### config.mk
export PLATFORM = sky130hd
export DESIGN_NAME = spi_frame_ctrl_flat
export DESIGN_NICKNAME = d
export VERILOG_FILES = /design/src/rtl/spi_frame_ctrl_pkg.sv /design/src/rtl/spi_frame_ctrl_if.sv /design/src/rtl/spi_frame_ctrl_chunk_sequencer.sv /design/src/rtl/spi_frame_ctrl.sv /design/src/flat_wrapper.sv
export SDC_FILE = /design/constraint.sdc
export NUM_CORES = 1
export LEC_CHECK = 0
export ABC_AREA = 1
export ABC_CLOCK_PERIOD_IN_PS = 4070
export CAP_MARGIN = 20
export CELL_PAD_IN_SITES_DETAIL_PLACEMENT = 1
export CELL_PAD_IN_SITES_GLOBAL_PLACEMENT = 1
export CORE_ASPECT_RATIO = 1.75
export CORE_MARGIN = 3
export CORE_UTILIZATION = 41
export CTS_CLUSTER_DIAMETER = 200
export CTS_CLUSTER_SIZE = 14
export DETAILED_ROUTE_END_ITERATION = 8
export PLACE_DENSITY_LB_ADDON = 0.1
export SYNTH_ARGS = -nofsm -noshare
export SYNTH_HDL_FRONTEND = slang
export SYNTH_SLANG_ARGS = --single-unit
### constraint.sdc
create_clock -name clk -period 4.07 [get_ports clk]
set_input_delay 0.407 -clock clk [delete_from_list [all_inputs] [get_ports clk]]
set_output_delay 0.407 -clock clk [all_outputs]
set_load 0.01 [all_outputs]
### src/rtl/spi_frame_ctrl_pkg.sv
// Shared constants and state encodings for the SPI front-end control stage.
// N_CHUNK must equal 2**SEL_W so that f_sel wraps exactly at the last chunk.
package spi_ctrl_pkg;

    localparam int K       = 1024;
    localparam int M       = 32;
    localparam int La      = 8;
    localparam int N_CHUNK = K / (M * La);
    localparam int SEL_W   = 2;
    localparam int FILL_W  = $clog2(K);

    typedef enum logic {
        FILL = 1'b0,
        LOAD = 1'b1
    } fill_state_t;

    typedef enum logic {
        IDLE  = 1'b0,
        ISSUE = 1'b1
    } issue_state_t;

endpackage

### src/rtl/spi_frame_ctrl_if.sv
// Bundle between the serial source / encoder side and the frame controller.
// Optional frame_cnt/stall_cnt exist only with SPI_CTRL_FRAME_CNT_EN.
interface spi_frame_ctrl_if;
    import spi_ctrl_pkg::*;

    logic             ser_in;
    logic             ser_valid;
    logic             ser_ready;
    logic             sm_in;
    logic             in;
    logic             datavalid;
    logic             en;
    logic             sm;
    logic [SEL_W-1:0] f_sel;
    logic             chunk_valid;
    logic             chunk_ready;
    logic             busy;
`ifdef SPI_CTRL_FRAME_CNT_EN
    logic [15:0]      frame_cnt;
    logic [15:0]      stall_cnt;
`endif

    modport master (
        output ser_in, ser_valid, sm_in, chunk_ready,
        input  ser_ready, in, datavalid, en, sm, f_sel, chunk_valid, busy
`ifdef SPI_CTRL_FRAME_CNT_EN
        , input frame_cnt, stall_cnt
`endif
    );

    modport slave (
        input  ser_in, ser_valid, sm_in, chunk_ready,
        output ser_ready, in, datavalid, en, sm, f_sel, chunk_valid, busy
`ifdef SPI_CTRL_FRAME_CNT_EN
        , output frame_cnt, stall_cnt
`endif
    );

endinterface

### src/rtl/spi_frame_ctrl_chunk_sequencer.sv
// Issues the N_CHUNK chunk selects of one captured frame to the encoder.
// Latency: chunk_valid the cycle after start; one chunk per cycle at best.
// Backpressure: f_sel/chunk_valid hold while chunk_ready is low.
module chunk_sequencer
    import spi_ctrl_pkg::*;
(
    input  logic             clk,
    input  logic             rst,
    input  logic             start,
    input  logic             chunk_ready,
    output logic [SEL_W-1:0] f_sel,
    output logic             chunk_valid,
    output logic             idle
);

    issue_state_t     state_q, state_d;
    logic [SEL_W-1:0] cnt_q, cnt_d;

    always_ff @(posedge clk or negedge rst) begin
        if (!rst) begin
            state_q <= IDLE;
            cnt_q   <= '0;
        end else begin
            state_q <= state_d;
            cnt_q   <= cnt_d;
        end
    end

    always_comb begin
        state_d     = state_q;
        cnt_d       = cnt_q;
        chunk_valid = (state_q == ISSUE);
        case (state_q)
            IDLE: begin
                if (start) begin
                    state_d = ISSUE;
                    cnt_d   = '0;
                end
            end
            ISSUE: begin
                if (chunk_ready) begin
                    if (cnt_q == SEL_W'(N_CHUNK - 1)) begin
                        cnt_d   = '0;
                        state_d = IDLE;
                    end else begin
                        cnt_d = cnt_q + 1'b1;
                    end
                end
            end
            default: state_d = IDLE;
        endcase
    end

    assign f_sel = cnt_q;
    assign idle  = (state_q == IDLE);

endmodule

### src/rtl/spi_frame_ctrl.sv
// Serial-to-frame control for the SPI front-end; optional counters via SPI_CTRL_FRAME_CNT_EN.
// Latency: K-th bit accepted at edge n -> en in cycle n+1, chunk_valid in cycle n+2.
// Backpressure: ser_ready drops in LOAD and on the K-th bit while the previous frame still issues.
module spi_frame_ctrl
    import spi_ctrl_pkg::*;
(
    input  logic           clk,
    input  logic           rst,
    spi_frame_ctrl_if.slave bus
);

    fill_state_t       fill_q, fill_d;
    logic [FILL_W-1:0] fill_cnt_q, fill_cnt_d;
    logic              rdy_arm_q;
    logic              sm_q;
    logic              rdy_w;
    logic              en_w;
    logic              seq_idle;
    logic              last_bit;

    assign last_bit = (fill_cnt_q == FILL_W'(K - 1));

    // rdy_arm_q keeps ser_ready low until the first edge after reset release
    always_ff @(posedge clk or negedge rst) begin
        if (!rst) begin
            fill_q     <= FILL;
            fill_cnt_q <= '0;
            rdy_arm_q  <= 1'b0;
            sm_q       <= 1'b0;
        end else begin
            fill_q     <= fill_d;
            fill_cnt_q <= fill_cnt_d;
            rdy_arm_q  <= 1'b1;
            if (fill_q == LOAD) begin
                sm_q <= bus.sm_in;
            end
        end
    end

    // The stall uses the registered issue state, so a frame can never load mid-issue
    always_comb begin
        fill_d     = fill_q;
        fill_cnt_d = fill_cnt_q;
        rdy_w      = 1'b0;
        en_w       = 1'b0;
        case (fill_q)
            FILL: begin
                rdy_w = rdy_arm_q & ~(last_bit & ~seq_idle);
                if (bus.ser_valid && rdy_w) begin
                    if (last_bit) begin
                        fill_cnt_d = '0;
                        fill_d     = LOAD;
                    end else begin
                        fill_cnt_d = fill_cnt_q + 1'b1;
                    end
                end
            end
            LOAD: begin
                en_w   = 1'b1;
                fill_d = FILL;
            end
            default: fill_d = FILL;
        endcase
    end

    chunk_sequencer u_seq (
        .clk         (clk),
        .rst         (rst),
        .start       (en_w),
        .chunk_ready (bus.chunk_ready),
        .f_sel       (bus.f_sel),
        .chunk_valid (bus.chunk_valid),
        .idle        (seq_idle)
    );

    assign bus.ser_ready = rdy_w;
    assign bus.in        = bus.ser_in;
    assign bus.datavalid = bus.ser_valid & rdy_w;
    assign bus.en        = en_w;
    assign bus.sm        = sm_q;
    assign bus.busy      = ~seq_idle | (fill_q == LOAD);

`ifdef SPI_CTRL_FRAME_CNT_EN
    logic [15:0] frame_cnt_q;
    logic [15:0] stall_cnt_q;

    always_ff @(posedge clk or negedge rst) begin
        if (!rst) begin
            frame_cnt_q <= '0;
            stall_cnt_q <= '0;
        end else begin
            if (en_w) begin
                frame_cnt_q <= frame_cnt_q + 16'd1;
            end
            if (bus.ser_valid && !rdy_w) begin
                stall_cnt_q <= stall_cnt_q + 16'd1;
            end
        end
    end

    assign bus.frame_cnt = frame_cnt_q;
    assign bus.stall_cnt = stall_cnt_q;
`endif

endmodule

### src/flat_wrapper.sv
// flat-port wrapper written by rule: the top's interface ports become plain ports
module spi_frame_ctrl_flat import spi_ctrl_pkg::*;
  (clk, rst, bus_ser_in, bus_ser_valid, bus_sm_in, bus_chunk_ready, bus_ser_ready, bus_in, bus_datavalid, bus_en, bus_sm, bus_f_sel, bus_chunk_valid, bus_busy);
  spi_frame_ctrl_if bus_i ();
  input  logic clk;
  input  logic rst;
  input wire logic [$bits(bus_i.ser_in)-1:0] bus_ser_in;
  input wire logic [$bits(bus_i.ser_valid)-1:0] bus_ser_valid;
  input wire logic [$bits(bus_i.sm_in)-1:0] bus_sm_in;
  input wire logic [$bits(bus_i.chunk_ready)-1:0] bus_chunk_ready;
  output wire logic [$bits(bus_i.ser_ready)-1:0] bus_ser_ready;
  output wire logic [$bits(bus_i.in)-1:0] bus_in;
  output wire logic [$bits(bus_i.datavalid)-1:0] bus_datavalid;
  output wire logic [$bits(bus_i.en)-1:0] bus_en;
  output wire logic [$bits(bus_i.sm)-1:0] bus_sm;
  output wire logic [$bits(bus_i.f_sel)-1:0] bus_f_sel;
  output wire logic [$bits(bus_i.chunk_valid)-1:0] bus_chunk_valid;
  output wire logic [$bits(bus_i.busy)-1:0] bus_busy;
  assign bus_i.ser_in = bus_ser_in;
  assign bus_i.ser_valid = bus_ser_valid;
  assign bus_i.sm_in = bus_sm_in;
  assign bus_i.chunk_ready = bus_chunk_ready;
  assign bus_ser_ready = bus_i.ser_ready;
  assign bus_in = bus_i.in;
  assign bus_datavalid = bus_i.datavalid;
  assign bus_en = bus_i.en;
  assign bus_sm = bus_i.sm;
  assign bus_f_sel = bus_i.f_sel;
  assign bus_chunk_valid = bus_i.chunk_valid;
  assign bus_busy = bus_i.busy;
  spi_frame_ctrl u_core (.clk(clk), .rst(rst), .bus(bus_i));
endmodule
==> results of run 1 <==
## final timing paths
kind                                         endpoint  slack, ns  depth (start not counted)
worst max-delay path                    bus_datavalid       1.53                          7
worst min-delay path                    u_core.bus.sm       0.49                          2
worst max register to register   u_core.fill_cnt_q[6]       2.49                          7
worst min register to register          u_core.bus.sm       0.49                          2
max in group asynchronous        u_core.fill_cnt_q[7]       3.05                          1
min in group asynchronous       u_core.u_seq.f_sel[1]       0.55                          1
## sequential cells by signal (all words and copies together), names as in the netlist
register / cells
u_core.fill_cnt_q: 10
u_core.u_seq.f_sel: 2
u_core.bus.sm: 1
u_core.fill_q: 1
u_core.rdy_arm_q: 1
u_core.u_seq.chunk_valid: 1
## logic make-up (layout without fill, tap and decap cells)
family / count (synthesis) / after routing
buf+inv: 17 / 31
flops: 16 / 16
other cells: 1 / 1
compound gates: 17 / 17
xor+xnor: 1 / 1
fa+ha+maj: 2 / 2
simple gates: 64 / 64
## through the flow
step	worst slack (ns)	hold WS [ns]	utilization, %
after floorplan	2.40	0.111	-
after global placement	1.82	0.457	50.1
after detailed placement	1.79	0.471	50.1
after CTS	1.50	0.495	51.8
after global routing	1.36	0.543	51.8
final	1.53	0.488	51.8
## tightest hold or removal path, stage by stage (launching register included)
cell     delay, ns
dfrtp_1       0.36
nand2_1       0.06
nand2_1       0.05
## layout by cell type, fill, tap and decap left out, types with 2 or more instances in the layout
master,count
nand3_1,8
o21ai_0,4
inv_1,13
o21ai_2,10
nor2_1,7
clkbuf_4,3
inv_2,2
ha_1,2
clkdlybuf4s50_1,12
dfrtp_1,16
nand2_1,40
## power breakdown
part / total (mW) / switching [mW] / internal, mW
logic: 0.166 / 0.0830 / 0.0829
registers: 0.232 / 0.0405 / 0.191
clock network: 0.105 / 0.0508 / 0.0544
## area by class of cell
| class | instances | area (um2) |
|---|---|---|
| Timing Repair Buffer | 12 | 120 |
| Clock buffer | 4 | 36.3 |
| Fill cell | 283 | 1030 |
| Tap cell | 24 | 30.0 |
| Multi-Input combinational cell | 85 | 469 |
| Sequential cell | 16 | 400 |
| Inverter | 15 | 56.3 |
## routing by layer
| layer | vias up | wire length (um) | share of wire (%) | global-route usage (%) |
|---|---|---|---|---|
| met3 | 4 | 73 | 3.4 | 3.12 |
| li1 | 400 | - | - | - |
| met5 | - | 0 | 0 | 0 |
| met4 | 0 | 29 | 1.3 | 6.23 |
| met2 | 16 | 1270 | 59 | 32.4 |
| met1 | 394 | 795 | 37 | 17.5 |
==> results.sh, run 1 <==
export IMPL_setup_tns_ns=0
export IMPL_drive_gt1_share_pct=16.7
export IMPL_synth_edf_count=0
export IMPL_clock_path_buffers=2
export IMPL_drtIter0Drc=10
export IMPL_grt_overflow_total=0
export IMPL_cp_num_buf_inv=2
export IMPL_ys_flop_type="dfrtp_1"
export IMPL_powerDensity_nw_per_um2=452
export IMPL_finalClockSkew_ns=0.000925
export IMPL_grt_start_max_net_pins=20
export IMPL_cap_viol_max_count=0
export IMPL_dieArea_um2=2960
export IMPL_dr_pass1_iters=4
export IMPL_io_buffer_count=12
export IMPL_synth_top_family_by_area="simple AND/OR/NAND/NOR gates"
export IMPL_yosys_mux_area_fraction_pct=0
export IMPL_synthTopCellsByCount="40 x nand2_1, 16 x dfrtp_1, 13 x inv_1"
export IMPL_nNetsFinal=141
export IMPL_ys_async_sr_fraction_pct=100
export IMPL_min_path_type="flop to flop"
export IMPL_rsz0062_at_grt="false"
export IMPL_peakVddDrop_mv=0.280
export IMPL_hold_path_startpoint="u_core.bus.sm"
export IMPL_synth_compound_area_share_pct=13.4
export IMPL_insertion_delay_ns=0.28
export IMPL_cp_required_ns=3.66
export IMPL_synth_fa_ha_area_share_pct=2.62
export IMPL_period_share_pct=62.4
export IMPL_synth_fp_nets=126
export IMPL_ys_seq_area_share_pct=42.0
export IMPL_relSlewSlack_pct=50.4
export IMPL_synth_seq_cells=16
export IMPL_start_util_pct=44.4
export IMPL_worstSetupStartpointType="flop"
export IMPL_first_global_vias=867
export IMPL_synth_largest_area_cell="dfrtp_1"
export IMPL_cts_tree="done"
export IMPL_setup_viol=0
export IMPL_ant_nets=0
export IMPL_n_antenna_cell=0
export IMPL_drv_slew=0
export IMPL_htree_levels=1
export IMPL_yosysMostFrequentCell="nand2_1"
export IMPL_crit_chain="ha_1, nand2_2, nor2_4, nand4_4, nand3_4, inv_2, clkdlybuf4s50_1"
export IMPL_tightest_slew_ns=0.742
export IMPL_syn_area_um2=953
export IMPL_cts_sinks=16
export IMPL_drc=0
export IMPL_num_rows=22
export IMPL_synthToLayoutAreaGrowth_pct=16.7
export IMPL_critPathSlowestCell="clkdlybuf4s50_1"
export IMPL_ys_top_cells_by_area="dfrtp_1 42%, nand2_1 16%, o21ai_2 9.2%"
export IMPL_crit_path_max_incr_delay_ns=0.53
export IMPL_vias=814
export IMPL_yosysWarnings=0
export IMPL_max_freq_mhz=394
export IMPL_die_w_um=42.5
export IMPL_crit_path_start="u_core.fill_cnt_q[0]"
export IMPL_die_h_um=69.8
export IMPL_r2r_start="u_core.fill_cnt_q[0]"
export IMPL_grt_pass1_wl_um=3920
export IMPL_hold_viol=0
export IMPL_place_area_um2=1080
export IMPL_cts_buffers_inserted=3
export IMPL_cts_resized=0
export IMPL_postCtsSetupRepairBufs=0
export IMPL_core_area_um2=2150
export IMPL_min_period_ns=2.54
export IMPL_synth_xor_area_share_pct=0.919
export IMPL_critical_path_arrival_ns=2.13
export IMPL_cts_root_buf="clkbuf_4"
export IMPL_viasPerCell=5.22
export IMPL_dp_hpwl_um=1730
export IMPL_p_leak_nw=0.513
export IMPL_antenna_found_initial=0
export IMPL_worst_setup_path_type="flop to output pin"
export IMPL_post_drt_wl_per_cell_um=13.9
export IMPL_final_cell_count_no_fill=156
export IMPL_synth_cells=118
export IMPL_post_place_cells=152
export IMPL_synth_top_area_share_pct=42.0
export IMPL_syn_avg_cell_area_um2=8.08
export IMPL_cts_hold_buf=0
export IMPL_gp_congestion=0.799
export IMPL_worstPathMaxFanout=19
export IMPL_p_total_uw=503
export IMPL_clkTransAtPathRegs_ns=0.10
export IMPL_drt_wl_total_um=2170
export IMPL_design_area_um2=1110
export IMPL_synth_simple_area_share_pct=31.9
export IMPL_ys_types=25
export IMPL_gr_usage_all_layers_pct=17.0
export IMPL_cp_top_family="buffers and inverters"
export IMPL_outcome="finished clean"
export IMPL_io_pin_count=15
export IMPL_endpoint_kind="output pin"
No activity file was read; power rests on OpenSTA's default activity.
==> run 2, diff against run 1 <==
- ABC_CLOCK_PERIOD_IN_PS: 4070 -> 2050
- CORE_UTILIZATION: 41 -> 34
- clock period: 4.07 -> 2.05 ns (I/O delays scaled with it)
==> results.sh, run 2 (same netlist as run 1, synthesis figures left out) <==
export IMPL_outcome="finished clean"
export IMPL_grt_pass1_wl_um=3980
export IMPL_worstPathMaxFanout=3
export IMPL_endpoint_kind="output pin"
export IMPL_min_path_type="input port to asynchronous set/reset pin"
export IMPL_io_pin_count=15
export IMPL_drt_wl_total_um=2250
export IMPL_critPathSlowestCell="clkdlybuf4s50_1"
export IMPL_comb_power_share_pct=33.2
export IMPL_cts_sinks=16
export IMPL_cp_required_ns=1.85
export IMPL_post_drt_wl_per_cell_um=13.9
export IMPL_die_w_um=46.0
export IMPL_layout_common_cells="40 x nand2_1, 15 x dfrtp_1, 13 x inv_1, 11 x clkdlybuf4s50_1, 10 x o21ai_2"
export IMPL_min_period_ns=1.98
export IMPL_n_antenna_cell=0
export IMPL_nNetsFinal=146
export IMPL_die_h_um=76.1
export IMPL_insertion_delay_ns=0.25
export IMPL_worst_setup_path_type="flop to output pin"
export IMPL_first_global_vias=894
export IMPL_setup_tns_ns=0
export IMPL_start_util_pct=36.9
export IMPL_num_rows=24
export IMPL_largest_register="u_core.fill_cnt_q"
export IMPL_peakVddDrop_mv=0.452
export IMPL_finalClockSkew_ns=0.00722
export IMPL_crit_chain="ha_2, nand2_2, nor2_4, nand4_4, nand3_4, inv_2, clkdlybuf4s50_1"
export IMPL_rsz0062_at_grt="false"
export IMPL_drive_gt1_share_pct=20.6
export IMPL_power_frac_seq_pct=44.3
export IMPL_clkTransAtPathRegs_ns=0.06
export IMPL_power_frac_clock_pct=22.5
export IMPL_drtIter0Drc=2
export IMPL_grt_start_max_net_pins=19
export IMPL_largest_reg_flops=10
export IMPL_viasPerCell=5.02
export IMPL_dr_pass1_iters=2
export IMPL_cap_viol_max_count=0
export IMPL_vias=814
export IMPL_synthToLayoutAreaGrowth_pct=21.7
export IMPL_clock_path_buffers=2
export IMPL_dp_hpwl_um=1780
export IMPL_post_place_cells=157
export IMPL_cts_root_buf="clkbuf_8"
export IMPL_ant_nets=0
export IMPL_drv_slew=0
export IMPL_cts_tree="done"
export IMPL_cts_hold_buf=0
export IMPL_max_freq_mhz=506
export IMPL_htree_levels=1
export IMPL_layout_commonest_cell="nand2_1"
export IMPL_grt_overflow_total=0
export IMPL_dieArea_um2=3500
export IMPL_drc=0
export IMPL_critical_path_arrival_ns=1.77
export IMPL_core_area_um2=2580
export IMPL_final_cell_count_no_fill=162
export IMPL_crit_path_max_incr_delay_ns=0.46
export IMPL_intPower_uw=683
export IMPL_worstSetupStartpointType="flop"
export IMPL_powerDensity_nw_per_um2=886
export IMPL_p_leak_nw=0.537
export IMPL_cts_buffers_inserted=3
export IMPL_setup_viol=0
export IMPL_hold_viol=0
export IMPL_power_share_switching_pct=33.6
export IMPL_antenna_found_initial=0
export IMPL_nFillCells=332
export IMPL_p_switching_uw=345
export IMPL_period_share_pct=96.5
export IMPL_gp_congestion=0.819
export IMPL_gr_usage_all_layers_pct=15.5
export IMPL_io_buffer_count=12
## run 2: cell count changes in the layout (fill, tap and decap cells not counted), sizes merged
cell and delta:
clkbuf -1, buf +5, clkdlybuf4s50 -1, dlygate4sd2 +1
## run 2: layer usage
metal | up-vias | global-route usage [%] | part of all wire, %
li1 | 410 | - | -
met1 | 384 | 15.6 | 36
met2 | 15 | 28.3 | 57
met3 | 5 | 2.36 | 4.0
met4 | 0 | 6.84 | 2.2
met5 | - | 0 | 0
## run 2: timing repair
action	4_1_cts	5_1_grt
hold endpoints to repair	0	0
buffers inserted	2	0
gates resized for setup	3	0
endpoints found under the setup margin	2	0
## run 2: area by class of cell
type | instances | area (um2) | area share, %
Multi-Input combinational cell | 85 | 472 | 40.7
Timing Repair Buffer | 17 | 156 | 13.5
Clock buffer | 3 | 41.3 | 3.56
Inverter | 15 | 56.3 | 4.85
Tap cell | 26 | 32.5 | 2.80
Sequential cell | 16 | 402 | 34.6
## run 2: worst max-delay path: cells and delay by family (launching register included)
family	cells	cell delay (ns)
adder cells (fa/ha/maj)	1	0.20
AND/OR/NAND/NOR	4	0.44
buffers and inverters	2	0.49
flip-flops	1	0.37
## run 2: power by group through the flow
stage	clock network, mW	registers [mW]	logic (mW)
detailed placement	0	0.467	0.337
finish	0.231	0.456	0.341
global route	0.254	0.466	0.398
CTS	0.241	0.458	0.351
global placement	0	0.465	0.329
floorplan	0	0.463	0.193
## run 2: final timing paths
path	cells after the start	slack [ns]	start	to
worst min register to register	2	0.49	u_core.bus.sm	u_core.bus.sm
max in group asynchronous	2	1.57	rst	u_core.fill_cnt_q[0]
worst min-delay path	2	0.28	rst	u_core.u_seq.chunk_valid
worst max-delay path	7	0.07	u_core.fill_cnt_q[1]	bus_datavalid
worst max register to register	9	0.50	u_core.fill_cnt_q[1]	u_core.fill_cnt_q[8]
min in group clk	0	0.41	bus_ser_in	bus_in
## run 2: through the flow
stage          area, um2  setup WS, ns  hold WS [ns]  power [mW]  utilization (%)
5_1_grt             1160       0.00846         0.290        1.12             44.9
3_5_place_dp        1100         0.141         0.410       0.804             42.6
2_1_floorplan        953         0.581       -0.0906       0.655                -
6_report            1160        0.0723         0.280        1.03             44.9
3_3_place_gp        1100         0.193         0.410       0.794             42.6
4_1_cts             1160        0.0634         0.287        1.05             44.9
